--- config.mk ---
export PLATFORM = sky130hd
export DESIGN_NAME = alu_byte_sequencer_flat
export DESIGN_NICKNAME = d
export VERILOG_FILES = /design/src/rtl/alu_byte_sequencer_if.sv /design/src/rtl/alu_byte_sequencer.sv /design/src/flat_wrapper.sv
export SDC_FILE = /design/constraint.sdc
export NUM_CORES = 1
export LEC_CHECK = 0
export CORE_UTILIZATION = 37
export DETAILED_ROUTE_END_ITERATION = 10
export GPL_ROUTABILITY_DRIVEN = 0
export PLACE_DENSITY = 0.72
export SLEW_MARGIN = 20
export SYNTH_ARGS = -nofsm -noshare
export SYNTH_HDL_FRONTEND = slang
export SYNTH_SLANG_ARGS = --single-unit
--- constraint.sdc ---
create_clock -name clk -period 7.6 [get_ports clk]
set_clock_uncertainty 0.1 [all_clocks]
set_input_delay 1.9 -clock clk [delete_from_list [all_inputs] [get_ports clk]]
set_output_delay 1.9 -clock clk [all_outputs]
set_load 0.02 [all_outputs]
--- src/rtl/alu_byte_sequencer_if.sv ---
// Bus bundle between the host register file, the byte sequencer and the shared 8-bit ALU.
//   Request side : start, abort, op_a, op_b, op_s, op_m, op_cn (host -> sequencer)
//   Status side  : busy, done, result, cout, eq_all            (sequencer -> host)
//   ALU side     : alu_a, alu_b, alu_s, alu_m, alu_cn          (sequencer -> ALU)
//                  alu_f, alu_cn8, alu_eq                      (ALU -> sequencer)
// The slave modport is the sequencer. The master modport is its environment.
interface alu_byte_sequencer_if #(
  parameter int unsigned NUM_BYTES = 4
);
  logic                   start;
  logic                   abort;
  logic [NUM_BYTES*8-1:0] op_a;
  logic [NUM_BYTES*8-1:0] op_b;
  logic [3:0]             op_s;
  logic                   op_m;
  logic                   op_cn;

  logic [7:0]             alu_a;
  logic [7:0]             alu_b;
  logic [3:0]             alu_s;
  logic                   alu_m;
  logic                   alu_cn;
  logic [7:0]             alu_f;
  logic                   alu_cn8;
  logic                   alu_eq;

  logic                   busy;
  logic                   done;
  logic [NUM_BYTES*8-1:0] result;
  logic                   cout;
  logic                   eq_all;

  modport slave (
    input  start, abort, op_a, op_b, op_s, op_m, op_cn,
    output alu_a, alu_b, alu_s, alu_m, alu_cn,
    input  alu_f, alu_cn8, alu_eq,
    output busy, done, result, cout, eq_all
  );

  modport master (
    output start, abort, op_a, op_b, op_s, op_m, op_cn,
    input  alu_a, alu_b, alu_s, alu_m, alu_cn,
    output alu_f, alu_cn8, alu_eq,
    input  busy, done, result, cout, eq_all
  );
endinterface

--- src/rtl/alu_byte_sequencer.sv ---
// Multi-byte operation sequencer for the shared 8-bit ALU (two cascaded 74181 slices).
// Latches wide operands on start, feeds the ALU one byte per cycle LSB first while
// chaining the raw (active-low) carry, collects result/cout/eq_all and pulses done.
// Ports:
//   clk  - system clock
//   rst  - asynchronous reset, active-high
//   ena  - clock enable; when low all state and outputs hold
//   bus  - alu_byte_sequencer_if.slave (request, status and ALU-side signals)
module alu_byte_sequencer #(
  parameter int unsigned NUM_BYTES = 4
) (
  input logic                clk,
  input logic                rst,
  input logic                ena,
  alu_byte_sequencer_if.slave bus
);

  localparam int unsigned IDX_W = $clog2(NUM_BYTES + 1);
  // Byte-select width; idx never reaches NUM_BYTES while in RUN.
  localparam int unsigned SEL_W = (NUM_BYTES > 1) ? $clog2(NUM_BYTES) : 1;
  localparam logic [IDX_W-1:0] LAST_IDX = IDX_W'(NUM_BYTES - 1);

  localparam logic [1:0] IDLE = 2'd0;
  localparam logic [1:0] RUN  = 2'd1;
  localparam logic [1:0] DONE = 2'd2;

  logic [1:0]                 state_q, state_d;
  logic [NUM_BYTES-1:0][7:0]  a_q, a_d;
  logic [NUM_BYTES-1:0][7:0]  b_q, b_d;
  logic [NUM_BYTES-1:0][7:0]  res_q, res_d;
  logic [3:0]                 s_q, s_d;
  logic                       m_q, m_d;
  logic                       carry_q, carry_d;
  logic                       eq_q, eq_d;
  logic                       cout_q, cout_d;
  logic                       eq_all_q, eq_all_d;
  logic [IDX_W-1:0]           idx_q, idx_d;
  logic [SEL_W-1:0]           sel;
  logic                       run;

  assign sel = idx_q[SEL_W-1:0];
  assign run = (state_q == RUN);

  always_comb begin
    state_d  = state_q;
    a_d      = a_q;
    b_d      = b_q;
    res_d    = res_q;
    s_d      = s_q;
    m_d      = m_q;
    carry_d  = carry_q;
    eq_d     = eq_q;
    cout_d   = cout_q;
    eq_all_d = eq_all_q;
    idx_d    = idx_q;
    case (state_q)
      IDLE: begin
        // start takes priority over abort here: abort only matters in RUN.
        if (bus.start) begin
          a_d     = bus.op_a;
          b_d     = bus.op_b;
          s_d     = bus.op_s;
          m_d     = bus.op_m;
          carry_d = bus.op_cn;
          idx_d   = '0;
          eq_d    = 1'b1;
          res_d   = '0;
          state_d = RUN;
        end
      end
      RUN: begin
        if (bus.abort) begin
          state_d = IDLE;
        end else begin
          res_d[sel] = bus.alu_f;
          carry_d    = bus.alu_cn8;
          eq_d       = eq_q & bus.alu_eq;
          idx_d      = idx_q + IDX_W'(1);
          if (idx_q == LAST_IDX) begin
            // Register the flags now so they are stable through DONE and afterwards.
            cout_d   = bus.alu_cn8;
            eq_all_d = eq_q & bus.alu_eq;
            state_d  = DONE;
          end
        end
      end
      DONE: state_d = IDLE;
      default: state_d = IDLE;
    endcase
  end

  always_ff @(posedge clk or posedge rst) begin
    if (rst) begin
      state_q  <= IDLE;
      a_q      <= '0;
      b_q      <= '0;
      res_q    <= '0;
      s_q      <= '0;
      m_q      <= 1'b0;
      carry_q  <= 1'b0;
      eq_q     <= 1'b0;
      cout_q   <= 1'b0;
      eq_all_q <= 1'b0;
      idx_q    <= '0;
    end else if (ena) begin
      state_q  <= state_d;
      a_q      <= a_d;
      b_q      <= b_d;
      res_q    <= res_d;
      s_q      <= s_d;
      m_q      <= m_d;
      carry_q  <= carry_d;
      eq_q     <= eq_d;
      cout_q   <= cout_d;
      eq_all_q <= eq_all_d;
      idx_q    <= idx_d;
    end
  end

  // Operand bytes and carry are only presented while sequencing; select/mode stay latched.
  assign bus.alu_a  = run ? a_q[sel] : 8'h00;
  assign bus.alu_b  = run ? b_q[sel] : 8'h00;
  assign bus.alu_cn = run ? carry_q : 1'b0;
  assign bus.alu_s  = s_q;
  assign bus.alu_m  = m_q;

  assign bus.busy   = (state_q != IDLE);
  assign bus.done   = (state_q == DONE);
  assign bus.result = res_q;
  assign bus.cout   = cout_q;
  assign bus.eq_all = eq_all_q;

endmodule
--- src/flat_wrapper.sv ---
// flat-port wrapper written by rule: the top's interface ports become plain ports
module alu_byte_sequencer_flat 
#(
  parameter int unsigned NUM_BYTES = 4
)
  (clk, rst, ena, bus_start, bus_abort, bus_op_a, bus_op_b, bus_op_s, bus_op_m, bus_op_cn, bus_alu_a, bus_alu_b, bus_alu_s, bus_alu_m, bus_alu_cn, bus_alu_f, bus_alu_cn8, bus_alu_eq, bus_busy, bus_done, bus_result, bus_cout, bus_eq_all);
  alu_byte_sequencer_if #(.NUM_BYTES(NUM_BYTES)) bus_i ();
  input logic clk;
  input logic rst;
  input logic ena;
  input wire logic [$bits(bus_i.start)-1:0] bus_start;
  input wire logic [$bits(bus_i.abort)-1:0] bus_abort;
  input wire logic [$bits(bus_i.op_a)-1:0] bus_op_a;
  input wire logic [$bits(bus_i.op_b)-1:0] bus_op_b;
  input wire logic [$bits(bus_i.op_s)-1:0] bus_op_s;
  input wire logic [$bits(bus_i.op_m)-1:0] bus_op_m;
  input wire logic [$bits(bus_i.op_cn)-1:0] bus_op_cn;
  output wire logic [$bits(bus_i.alu_a)-1:0] bus_alu_a;
  output wire logic [$bits(bus_i.alu_b)-1:0] bus_alu_b;
  output wire logic [$bits(bus_i.alu_s)-1:0] bus_alu_s;
  output wire logic [$bits(bus_i.alu_m)-1:0] bus_alu_m;
  output wire logic [$bits(bus_i.alu_cn)-1:0] bus_alu_cn;
  input wire logic [$bits(bus_i.alu_f)-1:0] bus_alu_f;
  input wire logic [$bits(bus_i.alu_cn8)-1:0] bus_alu_cn8;
  input wire logic [$bits(bus_i.alu_eq)-1:0] bus_alu_eq;
  output wire logic [$bits(bus_i.busy)-1:0] bus_busy;
  output wire logic [$bits(bus_i.done)-1:0] bus_done;
  output wire logic [$bits(bus_i.result)-1:0] bus_result;
  output wire logic [$bits(bus_i.cout)-1:0] bus_cout;
  output wire logic [$bits(bus_i.eq_all)-1:0] bus_eq_all;
  assign bus_i.start = bus_start;
  assign bus_i.abort = bus_abort;
  assign bus_i.op_a = bus_op_a;
  assign bus_i.op_b = bus_op_b;
  assign bus_i.op_s = bus_op_s;
  assign bus_i.op_m = bus_op_m;
  assign bus_i.op_cn = bus_op_cn;
  assign bus_alu_a = bus_i.alu_a;
  assign bus_alu_b = bus_i.alu_b;
  assign bus_alu_s = bus_i.alu_s;
  assign bus_alu_m = bus_i.alu_m;
  assign bus_alu_cn = bus_i.alu_cn;
  assign bus_i.alu_f = bus_alu_f;
  assign bus_i.alu_cn8 = bus_alu_cn8;
  assign bus_i.alu_eq = bus_alu_eq;
  assign bus_busy = bus_i.busy;
  assign bus_done = bus_i.done;
  assign bus_result = bus_i.result;
  assign bus_cout = bus_i.cout;
  assign bus_eq_all = bus_i.eq_all;
  alu_byte_sequencer #(.NUM_BYTES(NUM_BYTES)) u_core (.clk(clk), .rst(rst), .ena(ena), .bus(bus_i));
endmodule
==> results_dict.tcl, run 1 <==
set metrics [dict create \
    status "completed" \
    layout.nets 585 \
    hold_viol 0 \
    synth-seq-cells 110 \
    drive_above_1_share_pct 16.4 \
    globalRouteTotalUtil_pct 17.0 \
    syn-instance-count 365 \
    grt_max_degree 63 \
    hold_depth 1 \
    syn_avg_cell_area_um2 13.4 \
    path_max_fanout 12 \
    nFillCells 1088 \
    vdd_drop_max_mv 0.162 \
    wl_met3_um 744 \
    cap_viol_max_count 0 \
    cts_tree "yes" \
    synth_mux_area_share_pct 24.7 \
    slew-limit-headroom_pct 39.2 \
    cts.sinks 110 \
    synth_area_um2 4900 \
    finalPower_mw 2.33 \
    cp.required_ns 5.60 \
    start_util_pct 38.4 \
    die_h_um 117 \
    fin_crit_ns 4.69 \
    drt_wl_total_um 11000 \
    cts_setup_buffers 0 \
    vias 3342 \
    synth_area_leader_cell "dfrtp_1" \
    synth.area.top_cells "dfrtp_1, mux2_2, mux4_2, mux2_1, nand3_1" \
    port_buffers 142 \
    ys_seq_area_share_pct 56.2 \
    synth_top_family_by_area "multiplexers" \
    synthAdderAreaFrac_pct 1.28 \
    leakage_nw 2.77 \
    cts_max_level 3 \
    clkTransAtPathRegs_ns 0.08 \
    syn-num-nets 455 \
    cts_made_buffers 9 \
    grt_pass1_wl_um 17300 \
    max_freq_ghz 0.213 \
    multi_input_area_um2 1990 \
    ys_types 32 \
    wl_per_cell_um 16.3 \
    slew_violations 0 \
    synth_simple_gate_area_share_pct 9.29 \
    fin_tns_setup_ns 0 \
    highest_layer "met4" \
    startpoint_type "flip-flop" \
    dp_hpwl_um 7730 \
    end_kind "primary output" \
    regArea_um2 2750 \
    hold_path_class "reg -> reg" \
    clock_path_buffers 2 \
    ios 143 \
    tightest_slew_ns 0.912 \
    insertion_delay_ns 0.35 \
    finalSetupViolCount 0 \
    routed-wl-met2_um 5310 \
    min_period_over_period_pct 61.7 \
    die_w_um 117 \
    ctsResizeCount 0 \
    antenna-diode-count 0 \
    antenna_left 0 \
    overflow 0 \
    rows 41 \
    grt_pass1_vias 3346 \
    antenna_found_initial 0 \
    yosysWarnings 0 \
    viasPerCell 4.97 \
    coreArea_um2 12800 \
    grt_setup_unrepaired "no" \
    drc_errors 0 \
    syn2layout_area_growth_pct 38.2 \
    synth-xor-area-share_pct 0 \
    dieArea_um2 13700 \
    worst-endpoint-arrival_ns 2.69 \
    cts-root-buf "clkbuf_16" \
    synth_compound_area_share_pct 5.08 \
    m1WireLength_um 4720 \
    worst-setup-path-type "reg -> out" \
    first_pass_iters 4 \
    hold_buffers 0 \
    drt_first_iter_violations 179 \
    synth_top_area_share_pct 56.2 \
    power_density_nw_per_um2 344 \
    r2r_cells 3 \
]
==> placed cells by master, fill, tap and decap left out, drive strengths merged, types with 8 or more instances in the layout <==
| cell | netlist | routed |
|---|---|---|
| mux4 | 16 | 16 |
| nand2 | 27 | 27 |
| dfrtp | 110 | 110 |
| nand3 | 27 | 27 |
| clkdlybuf4s50 | 0 | 142 |
| nor2b | 16 | 16 |
| clkbuf | 6 | 9 |
| o21ai | 26 | 26 |
| mux2 | 73 | 73 |
| a22o | 8 | 8 |
==> cell families (layout without fill, tap and decap cells) <==
family                     Yosys count  count (layout)
adders and majority gates            5               5
AOI/OAI and AO/OA                   41              41
buffers and inverters               31             166
and+or+nand+nor                     88              88
muxes                               90              90
DFF                                110             110
==> routing by layer <==
| metal | global-route usage (%) | vias up |
|---|---|---|
| li1 | - | 1556 |
| met1 | 21.8 | 1655 |
| met2 | 27.0 | 113 |
| met3 | 5.66 | 18 |
| met4 | 6.16 | 0 |
| met5 | 0 | - |
==> critical path: stages, from the launching register on <==
cell             delay, ns
dfrtp_1               0.71
buf_4                 0.36
mux4_2                0.54
nor2b_1               0.14
clkdlybuf4s50_1       0.57
==> cell usage after synthesis, drive strengths merged <==
library cell and instances:
a21bo 1, a21o 1, a21oi 2, a22o 8, a31oi 1, and2 3
and3 1, and4bb 1, buf 20, clkbuf 6, dfrtp 110, ha 5
inv 5, mux2 73, mux2i 1, mux4 16, nand2 27, nand2b 4
nand3 27, nand3b 1, nand4 1, nand4bb 1, nor2 4, nor2b 16
o21ai 26, o31ai 2, or2 1, or4b 1
==> registers in the layout, summed over array words and instances (netlist names) <==
register	count
u_core.state_q	2
u_core.bus.eq_all	1
u_core.carry_q	1
u_core.bus.alu_s	4
u_core.idx_q	3
u_core.bus.cout	1
u_core.b_q	32
u_core.eq_q	1
u_core.bus.result	32
u_core.bus.alu_m	1
u_core.a_q	32
==> stage by stage <==
step	cell area (um^2)	setup slack, ns	utilization [%]	hold WS (ns)	std cells
finish	6770	2.91	53.0	0.391	672
global route	6770	2.72	53.0	0.410	672
CTS	6770	2.83	53.0	0.394	672
detailed placement	6430	3.23	50.3	0.377	656
global placement	6430	3.26	50.3	0.368	656
floorplan	4900	2.70	-	0.359	365
==> worst paths after layout <==
check	start	to	slack [ns]
min	u_core.a_q[9]	u_core.a_q[9]	0.39
max reg2reg	u_core.state_q[0]	u_core.a_q[8]	5.12
max	u_core.idx_q[0]	bus_alu_b[6]	2.91
max in group asynchronous	rst	u_core.bus.result[19]	4.30
min reg2reg	u_core.a_q[9]	u_core.a_q[9]	0.39
min in group asynchronous	rst	u_core.bus.alu_s[0]	1.87
==> area by class of cell <==
cell class,instances,share of cell area [%]
multi-input cells,224,29.4
clock inverters,7,1.77
well taps,172,3.18
flip-flops and latches,110,40.6
clock buffers,9,3.33
inverters,5,0.314
repair buffers,145,21.3
==> report_power, final <==
group	total, mW	internal, mW	leakage, nW	switching, mW
clock network	0.542	0.324	0.166	0.218
registers	0.926	0.787	1.36	0.139
logic	0.862	0.504	1.24	0.358
total	2.33	1.61	2.77	0.716
(Power assumes the default switching activity.)
==> inputs of run 2 (changes only) <==
clock period = 4.6 ns   (was 7.6 ns; I/O delays follow)
==> results_dict.tcl, run 2 (synthesis gave the netlist of run 1 again) <==
set metrics [dict create \
    status "completed" \
    r2r-start "u_core.idx_q[1]" \
    first_pass_iters 4 \
    worstReg2RegEnd "u_core.bus.cout" \
    grt_pass1_wl_um 17900 \
    r2r_cells 4 \
    nFillCells 1059 \
    cts_max_level 3 \
    cts_tree "yes" \
    hold_viol 0 \
    die_w_um 117 \
    min_period_over_period_pct 89.3 \
    max_freq_ghz 0.243 \
    vias 3332 \
    grt_setup_unrepaired "no" \
    dieArea_um2 13700 \
    slew_violations 0 \
    grt_pass1_vias 3463 \
    hold_depth 1 \
    hold_path_class "reg -> reg" \
    wl_per_cell_um 16.8 \
    fin_tns_setup_ns 0 \
    cts_made_buffers 9 \
    vdd_drop_max_mv 0.287 \
    cts.sinks 110 \
    drive_above_1_share_pct 16.0 \
    leakage_nw 2.78 \
    ctsResizeCount 0 \
    end_kind "primary output" \
    slew-limit-headroom_pct 35.1 \
    antenna-diode-count 0 \
    path_max_fanout 17 \
    start_util_pct 38.4 \
    fin_crit_ns 4.11 \
    clkTransAtPathRegs_ns 0.07 \
    final_cell_mix "clkdlybuf4s50_1, dfrtp_1, mux2_2, mux2_1" \
    cp.required_ns 3.35 \
    finalSetupViolCount 0 \
    ff2ff_setup_slack_ns 2.11 \
    hold_buffers 0 \
    syn2layout_area_growth_pct 38.5 \
    cts-root-buf "clkbuf_16" \
    min_from "u_core.a_q[19]" \
    startpoint_type "flip-flop" \
    final_common_cell "clkdlybuf4s50_1" \
    rows 41 \
    cts_setup_buffers 0 \
    finalHoldWorstSlack_ns 0.389 \
    power_density_nw_per_um2 567 \
    drt_wl_total_um 11300 \
    dp.cells 656 \
    dp_hpwl_um 7990 \
    insertion_delay_ns 0.34 \
    antenna_found_initial 0 \
    cap_viol_max_count 0 \
    viasPerCell 4.97 \
    layout.nets 585 \
    grt_max_degree 59 \
    drt_first_iter_violations 173 \
    die_h_um 117 \
    ios 143 \
    clock_path_buffers 2 \
    holdPathEnd "u_core.a_q[19]" \
    overflow 0 \
    tightest_slew_ns 0.973 \
    coreArea_um2 12800 \
    port_buffers 142 \
    layoutNonFillerInstCount 671 \
    drc_errors 0 \
    antenna_left 0 \
    worst-setup-path-type "reg -> out" \
    globalRouteTotalUtil_pct 17.6 \
    worst-endpoint-arrival_ns 2.86 \
]
[run 2: cell count changes in the layout (fill, tap and decap cells not counted)]
cell and change:
clkbuf_8 +1, buf_12 +2, clkbuf_1 +1, buf_4 -2, inv_6 -2, clkinvlp_4 -1
[run 2: cell type report]
class                           instances  area [um^2]  share of cell area (%)
Timing Repair Buffer                  145         1470                    21.6
Clock inverter                          4         95.1                    1.40
Inverter                                5         21.3                   0.313
Multi-Input combinational cell        224         1990                    29.4
Clock buffer                           11          243                    3.57
Tap cell                              172          215                    3.17
Sequential cell                       110         2750                    40.5
[run 2: worst max-delay path by stage]
stage	start	to	slack [ns]
detailed placement	u_core.idx_q[0]	bus_alu_a[6]	0.82
global route	u_core.idx_q[0]	bus_alu_b[4]	0.28
CTS	u_core.idx_q[0]	bus_alu_a[6]	0.42
global placement	u_core.idx_q[0]	bus_alu_b[1]	0.86
finish	u_core.idx_q[0]	bus_alu_b[6]	0.49
floorplan	rst	u_core.a_q[0]	0.45
[run 2: per-stage QoR]
| stage | area, um^2 | total power, mW | setup WS [ns] | utilization [%] |
|---|---|---|---|---|
| final | 6790 | 3.85 | 0.492 | 53.2 |
| after detailed placement | 6450 | 3.01 | 0.815 | 50.5 |
| after global routing | 6790 | 4.08 | 0.278 | 53.2 |
| after global placement | 6450 | 2.95 | 0.862 | 50.5 |
| after floorplan | 4900 | 2.41 | 0.448 | - |
| after CTS | 6790 | 3.90 | 0.416 | 53.2 |
[run 2: worst max-delay path, stage by stage (launching register included)]
cell             delay, ns
dfrtp_1               0.97
buf_4                 0.32
mux4_2                0.50
nor2b_1               0.15
clkdlybuf4s50_1       0.57
[run 2: routing by layer]
layer / vias to the layer above / global-route usage [%] / routed length [um]
met5: - / 0 / 0
met4: 0 / 5.06 / 137
met3: 9 / 5.46 / 764
met2: 117 / 28.2 / 5530
met1: 1652 / 23.2 / 4830
li1: 1554 / - / -
[run 2: where the power goes]
part | leakage [nW] | internal [mW] | switching (mW)
combinational | 1.25 | 0.837 | 0.586
sequential | 1.36 | 1.30 | 0.255
clock | 0.166 | 0.543 | 0.330
total | 2.78 | 2.68 | 1.17
==> inputs of run 3 (changes only) <==
SKIP_LAST_GASP = 1   (was default)
==> results of run 3 <==
The final DEF is identical to that of run 2; final timing and power are the same.
